<file path="config.mk">
export PLATFORM = sky130hd
export DESIGN_NAME = round_poly_seq
export DESIGN_NICKNAME = d
export VERILOG_FILES = /design/src/rtl/round_poly_seq.sv
export SDC_FILE = /design/constraint.sdc
export NUM_CORES = 1
export LEC_CHECK = 0
export ABC_AREA = 1
export CORE_ASPECT_RATIO = 1.75
export CORE_MARGIN = 2
export CORE_UTILIZATION = 50
export DETAILED_ROUTE_END_ITERATION = 10
export PLACE_DENSITY = 0.81
export REMOVE_ABC_BUFFERS = 1
export SETUP_SLACK_MARGIN = 0.4
export SYNTH_ARGS = -nofsm -noshare
export SYNTH_HDL_FRONTEND = slang
export SYNTH_SLANG_ARGS = --single-unit
</file>
<file path="constraint.sdc">
create_clock -name clk -period 3.3 [get_ports clk]
set_input_delay 0.825 -clock clk [delete_from_list [all_inputs] [get_ports clk]]
set_output_delay 0.825 -clock clk [all_outputs]
set_load 0.02 [all_outputs]
</file>
<file path="src/rtl/round_poly_seq.sv">
// Polynomial rounding sequencer: streams coefficients from the source RAM
// through the per-coefficient rounding unit into the destination RAM.
module round_poly_seq #(
  parameter int W   = 13,
  parameter int AW  = 10,
  parameter int TMO = 64
) (
  input  logic          clk,
  input  logic          rst_n,
  input  logic          start,
  input  logic          abort,
  input  logic [AW-1:0] src_base,
  input  logic [AW-1:0] dst_base,
  input  logic [AW-1:0] len,
  output logic          busy,
  output logic          done,
  output logic          err,
  output logic          rd_en,
  output logic [AW-1:0] rd_addr,
  input  logic [W-1:0]  rd_data,
  output logic          rnd_start,
  output logic [W-1:0]  rnd_in,
  input  logic          rnd_done,
  input  logic [W-1:0]  rnd_out,
  output logic          wr_en,
  output logic [AW-1:0] wr_addr,
  output logic [W-1:0]  wr_data
);

  localparam int TW = (TMO > 1) ? $clog2(TMO) : 1;

  typedef enum logic [2:0] {
    IDLE, RD, WT, ST, RUN, WR, DN
  } state_t;

  state_t        state_q, state_n;
  logic [AW-1:0] src_q, dst_q, len_q, idx_q;
  logic [TW-1:0] tmo_q;
  logic [W-1:0]  res_q;
  logic          accept, tmo_hit;

  assign accept  = (state_q == IDLE) && start && !abort;
  assign tmo_hit = (tmo_q == TW'(TMO - 1));

  always_comb begin
    state_n = state_q;
    unique case (state_q)
      IDLE: if (start) state_n = (len == '0) ? DN : RD;
      RD:   state_n = WT;
      WT:   state_n = ST;
      ST:   state_n = RUN;
      RUN: begin
        if (rnd_done)     state_n = WR;
        else if (tmo_hit) state_n = DN;
      end
      WR:   state_n = (idx_q == len_q - AW'(1)) ? DN : RD;
      DN:   state_n = IDLE;
      default: state_n = IDLE;
    endcase
    if (abort) state_n = IDLE;
  end

  always_ff @(posedge clk or negedge rst_n) begin
    if (!rst_n) begin
      state_q   <= IDLE;
      src_q     <= '0;
      dst_q     <= '0;
      len_q     <= '0;
      idx_q     <= '0;
      tmo_q     <= '0;
      res_q     <= '0;
      rnd_in    <= '0;
      err       <= 1'b0;
      busy      <= 1'b0;
      done      <= 1'b0;
      rd_en     <= 1'b0;
      rnd_start <= 1'b0;
      wr_en     <= 1'b0;
    end else begin
      state_q   <= state_n;
      busy      <= (state_n != IDLE);
      done      <= (state_n == DN);
      rd_en     <= (state_n == RD);
      rnd_start <= (state_n == ST);
      wr_en     <= (state_n == WR);
      if (accept) begin
        src_q <= src_base;
        dst_q <= dst_base;
        len_q <= len;
        idx_q <= '0;
        err   <= 1'b0;
      end
      if (state_q == WR && state_n == RD) idx_q <= idx_q + AW'(1);
      if (state_q == WT) rnd_in <= rd_data;
      if (state_q == ST) tmo_q <= '0;
      else if (state_q == RUN) tmo_q <= tmo_q + TW'(1);
      // Abort suppresses both the result capture and the timeout flag.
      if (state_q == RUN && !abort) begin
        if (rnd_done) res_q <= rnd_out;
        else if (tmo_hit) err <= 1'b1;
      end
    end
  end

  assign rd_addr = src_q + idx_q;
  assign wr_addr = dst_q + idx_q;
  assign wr_data = res_q;

endmodule

</file>
==> impl_results.md, run 1 <==
- Status: completed
- Final total power: 4.03 mW
- Largest net degree at the start of global routing: 82
- Worst-path fanout max: 3
- Clock Tree Root: clkbuf_16
- Initial antenna violation count: 0
- First-pass GRT wire length: 20,200 um
- Internal power: 2.53 mW
- Htree depth: 3
- First drt pass iteration count: 5
- Post-Route WL: 13,500 um
- Vias: 4,316
- Io pins: 113
- Combinational share of power: 0.407
- Peak supply drop: 0.000540 V
- Placed cell areas: 0.00601 mm2
- Core area: 0.00904 mm2
- CP Data Arrival Time: 2340 ps
- Die footprint: 0.0101 mm2
- Slowest CP cell: dfrtp_1
- Total GRT Usage: 0.255
- Number of diodes: 0
- Worst hold margin: 507 ps
- Vias per cell: 5.42
- Hold/Removal Path Class: reg2reg
- Final setup fails: 0
- Avg Cell Area, Syn: 8.96 um2
- Crit Path Class: reg2out
- Most common cell after layout, fill and taps aside: clkdlybuf4s50_1
- WP buf/inv: 3
- Slew Viols, Final: 0
- Register share of total power: 0.357
- Post-synthesis cell count: 519
- Drt initial violations: 262
- Synth warn: 0
- Final Cell Area: 0.00667 mm2
- Actual slew at the worst max-slew pin: 1020 ps
- Post-DRT Antenna Nets: 0
- Vias in the first global route: 4,474
- Port-buffer cells: 112
- Async SR Flop Fraction: 1.00
- Hold_buf cts: 0
- Share of cells above drive strength 1: 0.263
- Max stage delay on crit path: 410 ps
- Clk network pwr share: 0.237
- Crit. End Element: output pin
- Layout Area Growth over Synthesis: 43.4%
- Switching power share of the total: 0.371
- Req. time, crit path: 2470 ps
- Post-layout nets: 756
- Post-synthesis sequential area ratio: 0.436
- Final Skew: 10.5 ps
- Starting Density: 0.515
- Critical Path Most Common Cell: nor2_1
- Crit. Startpoint: idx_q[1]
- Crit path time final: 3170 ps
- CP top delay family: compound AO/OA/AOI/OAI gates
- Min-delay src: wr_data[4]
- Worst setup SP type: register
- CTS buffer count: 9
- Number of remaining DRC errors: 0
- Ys flop type: dfrtp_1
- P_leak: 3.19 nW
- Clk_lat worst skew: 350 ps
- Max cap viols: 0
- Final Hold Fails: 0
- Leading cell types in the layout, fill and taps excluded: clkdlybuf4s50_1, nand2_1, dfrtp_1
- CTS tree: done
- Detailed Place HPWL: 9210 um
- GPL Wtd Cong: 0.916
- Fmax: 316 MHz
- Mapped Area: 0.00465 mm2
- Worst reg2reg path startpoint: len_q[0]
- # rows: 46
- Routed WL per cell: 17.0 um
- Post-synth cell types: 34
- Area contributors post-synth: dfrtp_1, mux2_2, nand2_1, ha_1, inv_1
- Post-synth EDFFs: 0
- Share of the synthesized area in the top cell type: 0.436
- P per Cell Area: 604 mW/mm2
- DIE HEIGHT: 132 um
- Clock buffer depth: 2
- Crit-path cells: buf_4 > buf_6 > ha_2 > a21oi_2 > o21ai_2 > a21oi_2 > nor2_1 > nor2_1 > nor2_1 > nor2_1 > xnor2_1 > buf_4
- Fin crit share: 0.959
- Synth area leader: dfrtp_1
- Max-slew headroom: 0.321
- P_sw: 1.50 mW
- GR Overflow Total: 0
- Clk sinks: 81
- #FFs+latches synth: 81
- RSZ-0062 raised after global routing: yes
- Floorplan die width: 76.9 um
- Reg clk slew, reported paths: 70 ps
==> Yosys cell counts, types with 2 or more instances <==
library cell  number
a21oi_1           22
fa_1               2
xor2_1            21
xnor2_1            8
nand2_1           89
nor2_2             3
buf_2              3
nor2_1            41
and3_1             2
mux2_2            44
o2111ai_1          2
nand4_1           15
buf_4              2
inv_2              5
o21ai_0           24
nand2_2            5
inv_1             66
dfrtp_1           81
nand3_1           37
ha_1              21
clkbuf_1           4
o31ai_1            3
nor3_1             8
==> state kept, by name, indices dropped and copies added, names as in the netlist <==
register and cells:
wr_en 1, idx_q 10, len_q 10, dst_q 10, err 1, state_q 3
tmo_q 6, done 1, rnd_start 1, wr_data 13, rd_en 1, src_q 10
rnd_in 13, busy 1
==> cells by family after synthesis <==
| group | Yosys count | share of synthesized area |
|---|---|---|
| simple gates | 204 | 0.200 |
| buf+inv | 82 | 0.0702 |
| flops | 81 | 0.436 |
| compound gates | 56 | 0.0678 |
| mux | 44 | 0.107 |
| xor+xnor | 29 | 0.0546 |
| fa+ha+maj | 23 | 0.0651 |
==> metal layers <==
| layer | track usage | vias up | routed length, um |
|---|---|---|---|
| li1 | - | 2009 | - |
| met1 | 0.232 | 2063 | 4390 |
| met2 | 0.487 | 190 | 7740 |
| met3 | 0.0563 | 54 | 672 |
| met4 | 0.164 | 0 | 726 |
| met5 | 0 | - | 0 |
==> timing repair <==
action	4_1_cts	5_1_grt
setup endpoints to repair	18	14
pin swaps	6	22
setup buffers	5	18
resized for setup	88	42
==> power by group through the flow <==
stage	Combinational [mW]	Sequential, mW	Clock [mW]
final	1.64	1.44	0.952
after floorplan	0.752	1.54	0
after global routing	1.77	1.47	1.01
after global placement	1.50	1.42	0
after detailed placement	1.54	1.44	0
after CTS	1.54	1.43	0.969
==> layout make-up <==
class / instances / area (um2)
Timing Repair Buffer: 153 / 1420
Sequential cell: 81 / 2030
Inverter: 71 / 269
Clock buffer: 9 / 225
Multi-Input combinational cell: 356 / 2520
Clock inverter: 7 / 52.6
Tap cell: 120 / 150
Fill cell: 640 / 2370
==> worst register-to-register path: stages, from the launching register on <==
cell,delay (ps)
dfrtp_1,400
inv_1,150
ha_1,290
nand2_1,100
nor2_2,150
nand3_1,90
nand2_1,100
nand2_1,60
nor2_1,130
nand3_1,130
nand2_1,120
nand2_2,200
nand4_4,240
nand3_1,100
nand2_1,80
==> per-stage QoR <==
stage	setup TNS, ps	utilization	instances	worst slack (ps)
after floorplan	0	-	508	367
after global placement	0	0.665	758	8.23
after detailed placement	-134	0.665	758	-123
after CTS	0	0.706	779	146
after global routing	-17.1	0.738	797	-17.1
final	0	0.738	797	134
==> path summary, 6_finish.rpt <==
path / slack (ps) / endpoint / depth (start not counted)
hold reg to reg: 510 / wr_data[4] / 1
setup reg to reg: 900 / idx_q[2] / 14
max in group asynchronous: 1940 / idx_q[2] / 1
hold / removal: 510 / wr_data[4] / 1
min in group asynchronous: 640 / tmo_q[0] / 1
setup / recovery: 130 / rd_addr[7] / 12
Note: power is estimated with default switching activity, not from simulation.
==> inputs of run 2 (changes only) <==
--- a/config.mk
+++ b/config.mk
@@ -6,7 +6,6 @@
 export NUM_CORES = 1
 export LEC_CHECK = 0
 export ABC_AREA = 1
-export CORE_ASPECT_RATIO = 1.75
 export CORE_MARGIN = 2
 export CORE_UTILIZATION = 50
 export DETAILED_ROUTE_END_ITERATION = 10
==> impl_results.md, run 2 (synthesized netlist as in run 1, its figures left out) <==
- Fin crit share: 0.985
- Met3 usage: 0.0745
- Fill cells: 629
- CTS tree: done
- P_leak: 3.11 nW
- Drt initial violations: 345
- Clock buffer depth: 2
- Starting Density: 0.508
- Clk sinks: 81
- Worst Reg2Reg Path Length in Cells: 14
- Cells after DPL: 743
- Grt met1 use: 0.308
- Post-DRT Antenna Nets: 0
- Status: completed
- Total GRT Usage: 0.257
- RSZ-0062 raised after global routing: yes
- Final setup fails: 0
- Hold/Removal Path Class: reg2reg
- Worst Hold Path Cells: 1
- Share of cells above drive strength 1: 0.262
- Port-buffer cells: 112
- FF-to-FF setup slack: 740 ps
- Final core occ: 0.713
- Worst Slack Setup Final: 49.4 ps
- DIE HEIGHT: 100 um
- Peak supply drop: 0.000422 V
- Worst slack at placement: -52.1 ps
- Clock Tree Root: clkbuf_8
- P per Cell Area: 579 mW/mm2
- Min-delay src: rnd_in[12]
- Core area: 0.00915 mm2
- Vias: 4,298
- Initial antenna violation count: 0
- Die footprint: 0.0101 mm2
- Worst-path fanout max: 3
- Reg clk slew, reported paths: 100 ps
- Max cap viols: 0
- Worst reg2reg path startpoint: len_q[0]
- Floorplan die width: 100 um
- Crit path time final: 3250 ps
- Req. time, crit path: 2470 ps
- Final Hold Fails: 0
- Worst setup SP type: register
- Vias in the first global route: 4,359
- First drt pass iteration count: 4
- Slowest CP cell: dfrtp_1
- Fmax: 308 MHz
- Most common cell after layout, fill and taps aside: clkdlybuf4s50_1
- Fin cells: 783
- Storage cell area: 0.00203 mm2
- Placed cell areas: 0.00594 mm2
- # rows: 35
- Worst hold margin: 510 ps
- Largest net degree at the start of global routing: 82
- Max-slew headroom: 0.308
- Leading cell types in the layout, fill and taps excluded: clkdlybuf4s50_1, nand2_1, dfrtp_1
- Routed WL per cell: 17.2 um
- GPL Wtd Cong: 0.903
- Final Skew: 10.9 ps
- Layout Area Growth over Synthesis: 40.4%
- CP Data Arrival Time: 2430 ps
- Io pins: 113
- Post-Route WL: 13,400 um
- Max stage delay on crit path: 410 ps
- GR Overflow Total: 0
- Htree depth: 3
- Area of the multi-input gates: 0.00254 mm2
- First-pass GRT wire length: 20,500 um
- Post-layout nets: 751
- Crit Path Class: reg2out
- Worst r2r dst: idx_q[2]
- Final Cell Area: 0.00653 mm2
- Slew Viols, Final: 0
- Hold Crit Endpoint: rnd_in[12]
- M2 GR Usage: 0.435
- Hold_buf cts: 0
- Number of diodes: 0
- Detailed Place HPWL: 8850 um
- Clk_lat worst skew: 360 ps
- Number of remaining DRC errors: 0
- Crit. End Element: output pin
- Global route hottest layer: met2
- Crit-path cells: ha_2 > inv_2 > fa_2 > nor2_4 > o21ai_2 > nand2_2 > nand2_1 > nand2_1 > a21oi_2 > buf_4 > xor2_1 > buf_4
- Vias per cell: 5.49
- CTS buffer count: 9
- Actual slew at the worst max-slew pin: 1040 ps
-- run 2: how the worst max path moves through the flow --
stage	start	endpoint
after floorplan	idx_q[0]	rd_addr[8]
after detailed placement	idx_q[0]	wr_addr[8]
final	idx_q[0]	wr_addr[6]
after global routing	idx_q[0]	wr_addr[8]
after CTS	idx_q[0]	wr_addr[8]
after global placement	idx_q[0]	wr_addr[8]
-- run 2: per-layer routing --
layer  vias to the layer above  routed length (um)
li1                       2001                   -
met1                      2068                5150
met2                       185                6720
met3                        44                1110
met4                         0                 459
met5                         -                   0
-- run 2: final cells by class --
cell class,count,area share
multi-input combinational,356,0.389
clock inverter,6,0.00766
sequential,81,0.311
tap,111,0.0213
timing repair buffer,148,0.209
clock buffer,10,0.0211
inverter,71,0.0412
-- run 2: stage by stage --
step,TNS (ps),power [mW]
2_1_floorplan,0,2.29
3_3_place_gp,0,2.92
3_5_place_dp,-52.1,2.98
4_1_cts,0,3.70
5_1_grt,-110,3.98
6_report,0,3.78
-- run 2: worst max-delay path: cells and delay by family, from the launching register on --
| family | cells | cell delay [ps] |
|---|---|---|
| simple gates | 4 | 290 |
| buf+inv | 3 | 390 |
| fa+ha+maj | 2 | 430 |
| compound gates | 2 | 340 |
| flops | 1 | 410 |
| xor+xnor | 1 | 190 |
-- run 2: timing repair --
action                                 4_1_cts  5_1_grt
pin swaps                                   13       21
setup buffers                               10       14
resized for setup                           92       43
endpoints found under the hold margin        0        0
setup endpoints to repair                   18       13
-- run 2: report_power, final --
| part | switching (mW) | leakage, nW | total [mW] | internal (mW) |
|---|---|---|---|---|
| clock network | 0.407 | 0.0895 | 0.709 | 0.302 |
| logic | 0.864 | 2.00 | 1.63 | 0.768 |
| registers | 0.200 | 1.02 | 1.44 | 1.24 |
| total | 1.47 | 3.11 | 3.78 | 2.31 |
==> inputs of run 3 (changes only) <==
--- a/config.mk
+++ b/config.mk
@@ -11,7 +11,7 @@
 export DETAILED_ROUTE_END_ITERATION = 10
 export PLACE_DENSITY = 0.81
 export REMOVE_ABC_BUFFERS = 1
-export SETUP_SLACK_MARGIN = 0.4
+export SETUP_SLACK_MARGIN = 0.02
 export SYNTH_ARGS = -nofsm -noshare
 export SYNTH_HDL_FRONTEND = slang
 export SYNTH_SLANG_ARGS = --single-unit
==> impl_results.md, run 3 (synthesized netlist as in run 1, its figures left out) <==
- Hold/Removal Path Class: reg2reg
- Crit path time final: 3380 ps
- # rows: 35
- Vias: 4,078
- Io pins: 113
- Post-layout nets: 728
- Final setup fails: 2
- Status: complete, but fails checks
- Internal power: 2.27 mW
- Final Cell Area: 0.00620 mm2
- Clk network pwr share: 0.191
- CP top delay family: buffers and inverters
- Final total power: 3.68 mW
- CTS buffer count: 9
- Clk sinks: 81
- Post-DRT Antenna Nets: 0
- Hold_buf cts: 0
- Crit-path cells: ha_4 > inv_1 > o31ai_1 > xor2_1 > clkdlybuf4s50_1
- Clock buffer depth: 2
- Switching power share of the total: 0.382
- Crit Path Class: reg2out
- P_leak: 2.99 nW
- Initial antenna violation count: 0
- Slew Viols, Final: 0
- Leading cell types in the layout, fill and taps excluded: clkdlybuf4s50_1, nand2_1, dfrtp_1
- Number of remaining DRC errors: 0
- Cells after DPL: 743
- Actual slew at the worst max-slew pin: 1040 ps
- Max-slew headroom: 0.308
- Reg clk slew, reported paths: 90 ps
- Crit. End Element: output pin
- First-pass GRT wire length: 19,700 um
- Largest net degree at the start of global routing: 82
- Core area: 0.00915 mm2
- Starting Density: 0.508
- First drt pass iteration count: 6
- Share of cells above drive strength 1: 0.173
- M2 GR Usage: 0.422
- Max cap viols: 0
- Number of diodes: 0
- Most common cell after layout, fill and taps aside: clkdlybuf4s50_1
- Slowest CP cell: clkdlybuf4s50_1
- WP buf/inv: 2
- Die footprint: 0.0101 mm2
- Clk_lat worst skew: 360 ps
- Clock Tree Root: clkbuf_8
- DIE HEIGHT: 100 um
- Combinational share of power: 0.420
- Global route hottest layer: met2
- Drt initial violations: 244
- Req. time, crit path: 2470 ps
- CTS tree: done
- Final Hold Fails: 0
- Worst hold margin: 508 ps
- CP Data Arrival Time: 2560 ps
- Placed cell areas: 0.00594 mm2
- Worst Slack Setup Final: -83.2 ps
- Register share of total power: 0.389
- Met3 usage: 0.0724
- Detailed Place HPWL: 8850 um
- Failing checks: setup timing
- Fin cells: 760
- Worst-path fanout max: 3
- Grt met1 use: 0.306
- Final Skew: 8.86 ps
- Vias in the first global route: 4,187
- Floorplan die width: 100 um
- Port-buffer cells: 112
- Htree depth: 3
- Final core occ: 0.677
- Setup TNS: -124 ps
- Max stage delay on crit path: 650 ps
- GPL Wtd Cong: 0.903
- Post-Route WL: 12,300 um
- GR Overflow Total: 0
- Routed WL per cell: 16.2 um
- Total GRT Usage: 0.248
- Peak supply drop: 0.000419 V
- Fmax: 296 MHz
- P per Cell Area: 594 mW/mm2
- Worst setup SP type: register
- P_sw: 1.41 mW
- Worst slack at placement: -52.1 ps
- RSZ-0062 raised after global routing: yes
- Layout Area Growth over Synthesis: 33.3%
- Fin crit share: 1.03
- Vias per cell: 5.37
## run 3: changes by cell type in the layout (fill, tap and decap cells not counted), sizes merged
cell           previous run  this run
buf                      48        16
clkbuf                   12        13
clkdlybuf4s15             1         0
clkdlybuf4s50            93        99
dlygate4sd2               4         6
dlymetal6s2s              0         1
## run 3: power by group through the flow
stage	logic, mW	clock network, mW	registers, mW
detailed placement	1.54	0	1.44
global placement	1.50	0	1.42
CTS	1.52	0.719	1.42
floorplan	0.752	0	1.54
finish	1.54	0.704	1.43
global route	1.68	0.752	1.46
## run 3: repair_timing
item,4_1_cts,5_1_grt
gates cloned,0,0
buffers inserted,0,1
hold endpoints to repair,0,0
endpoints found under the setup margin,11,8
pin swaps,1,0
gates resized for setup,19,27
## run 3: worst register-to-register path: cells and delay by family (launching register included)
family | cells | cell delay, ps
and+or+nand+nor | 12 | 1620
DFF | 1 | 410
adders and majority gates | 1 | 300
buffers and inverters | 1 | 150
## run 3: worst paths after layout
| check | end | depth (start not counted) | from | slack, ps |
|---|---|---|---|---|
| max in group asynchronous | idx_q[7] | 1 | rst_n | 1930 |
| setup / recovery | wr_addr[3] | 5 | idx_q[2] | -80 |
| hold / removal | rnd_in[12] | 1 | rnd_in[12] | 510 |
| hold reg to reg | rnd_in[12] | 1 | rnd_in[12] | 510 |
| min in group asynchronous | wr_data[9] | 1 | rst_n | 650 |
| setup reg to reg | idx_q[0] | 14 | len_q[0] | 760 |
## run 3: cell type report
type                    instances  area [um2]
fillers                       701        2960
multi-input cells             356        2380
flip-flops and latches         81        2030
repair buffers                125        1190
inverters                      71         267
well taps                     111         139
clock buffers                  10         138
clock inverters                 6        50.0
## run 3: routing by layer
metal | part of all wire | up-vias | routed length, um
li1 | - | 1957 | -
met1 | 0.40 | 1949 | 4930
met2 | 0.50 | 147 | 6130
met3 | 0.080 | 25 | 986
met4 | 0.019 | 0 | 231
met5 | 0 | - | 0
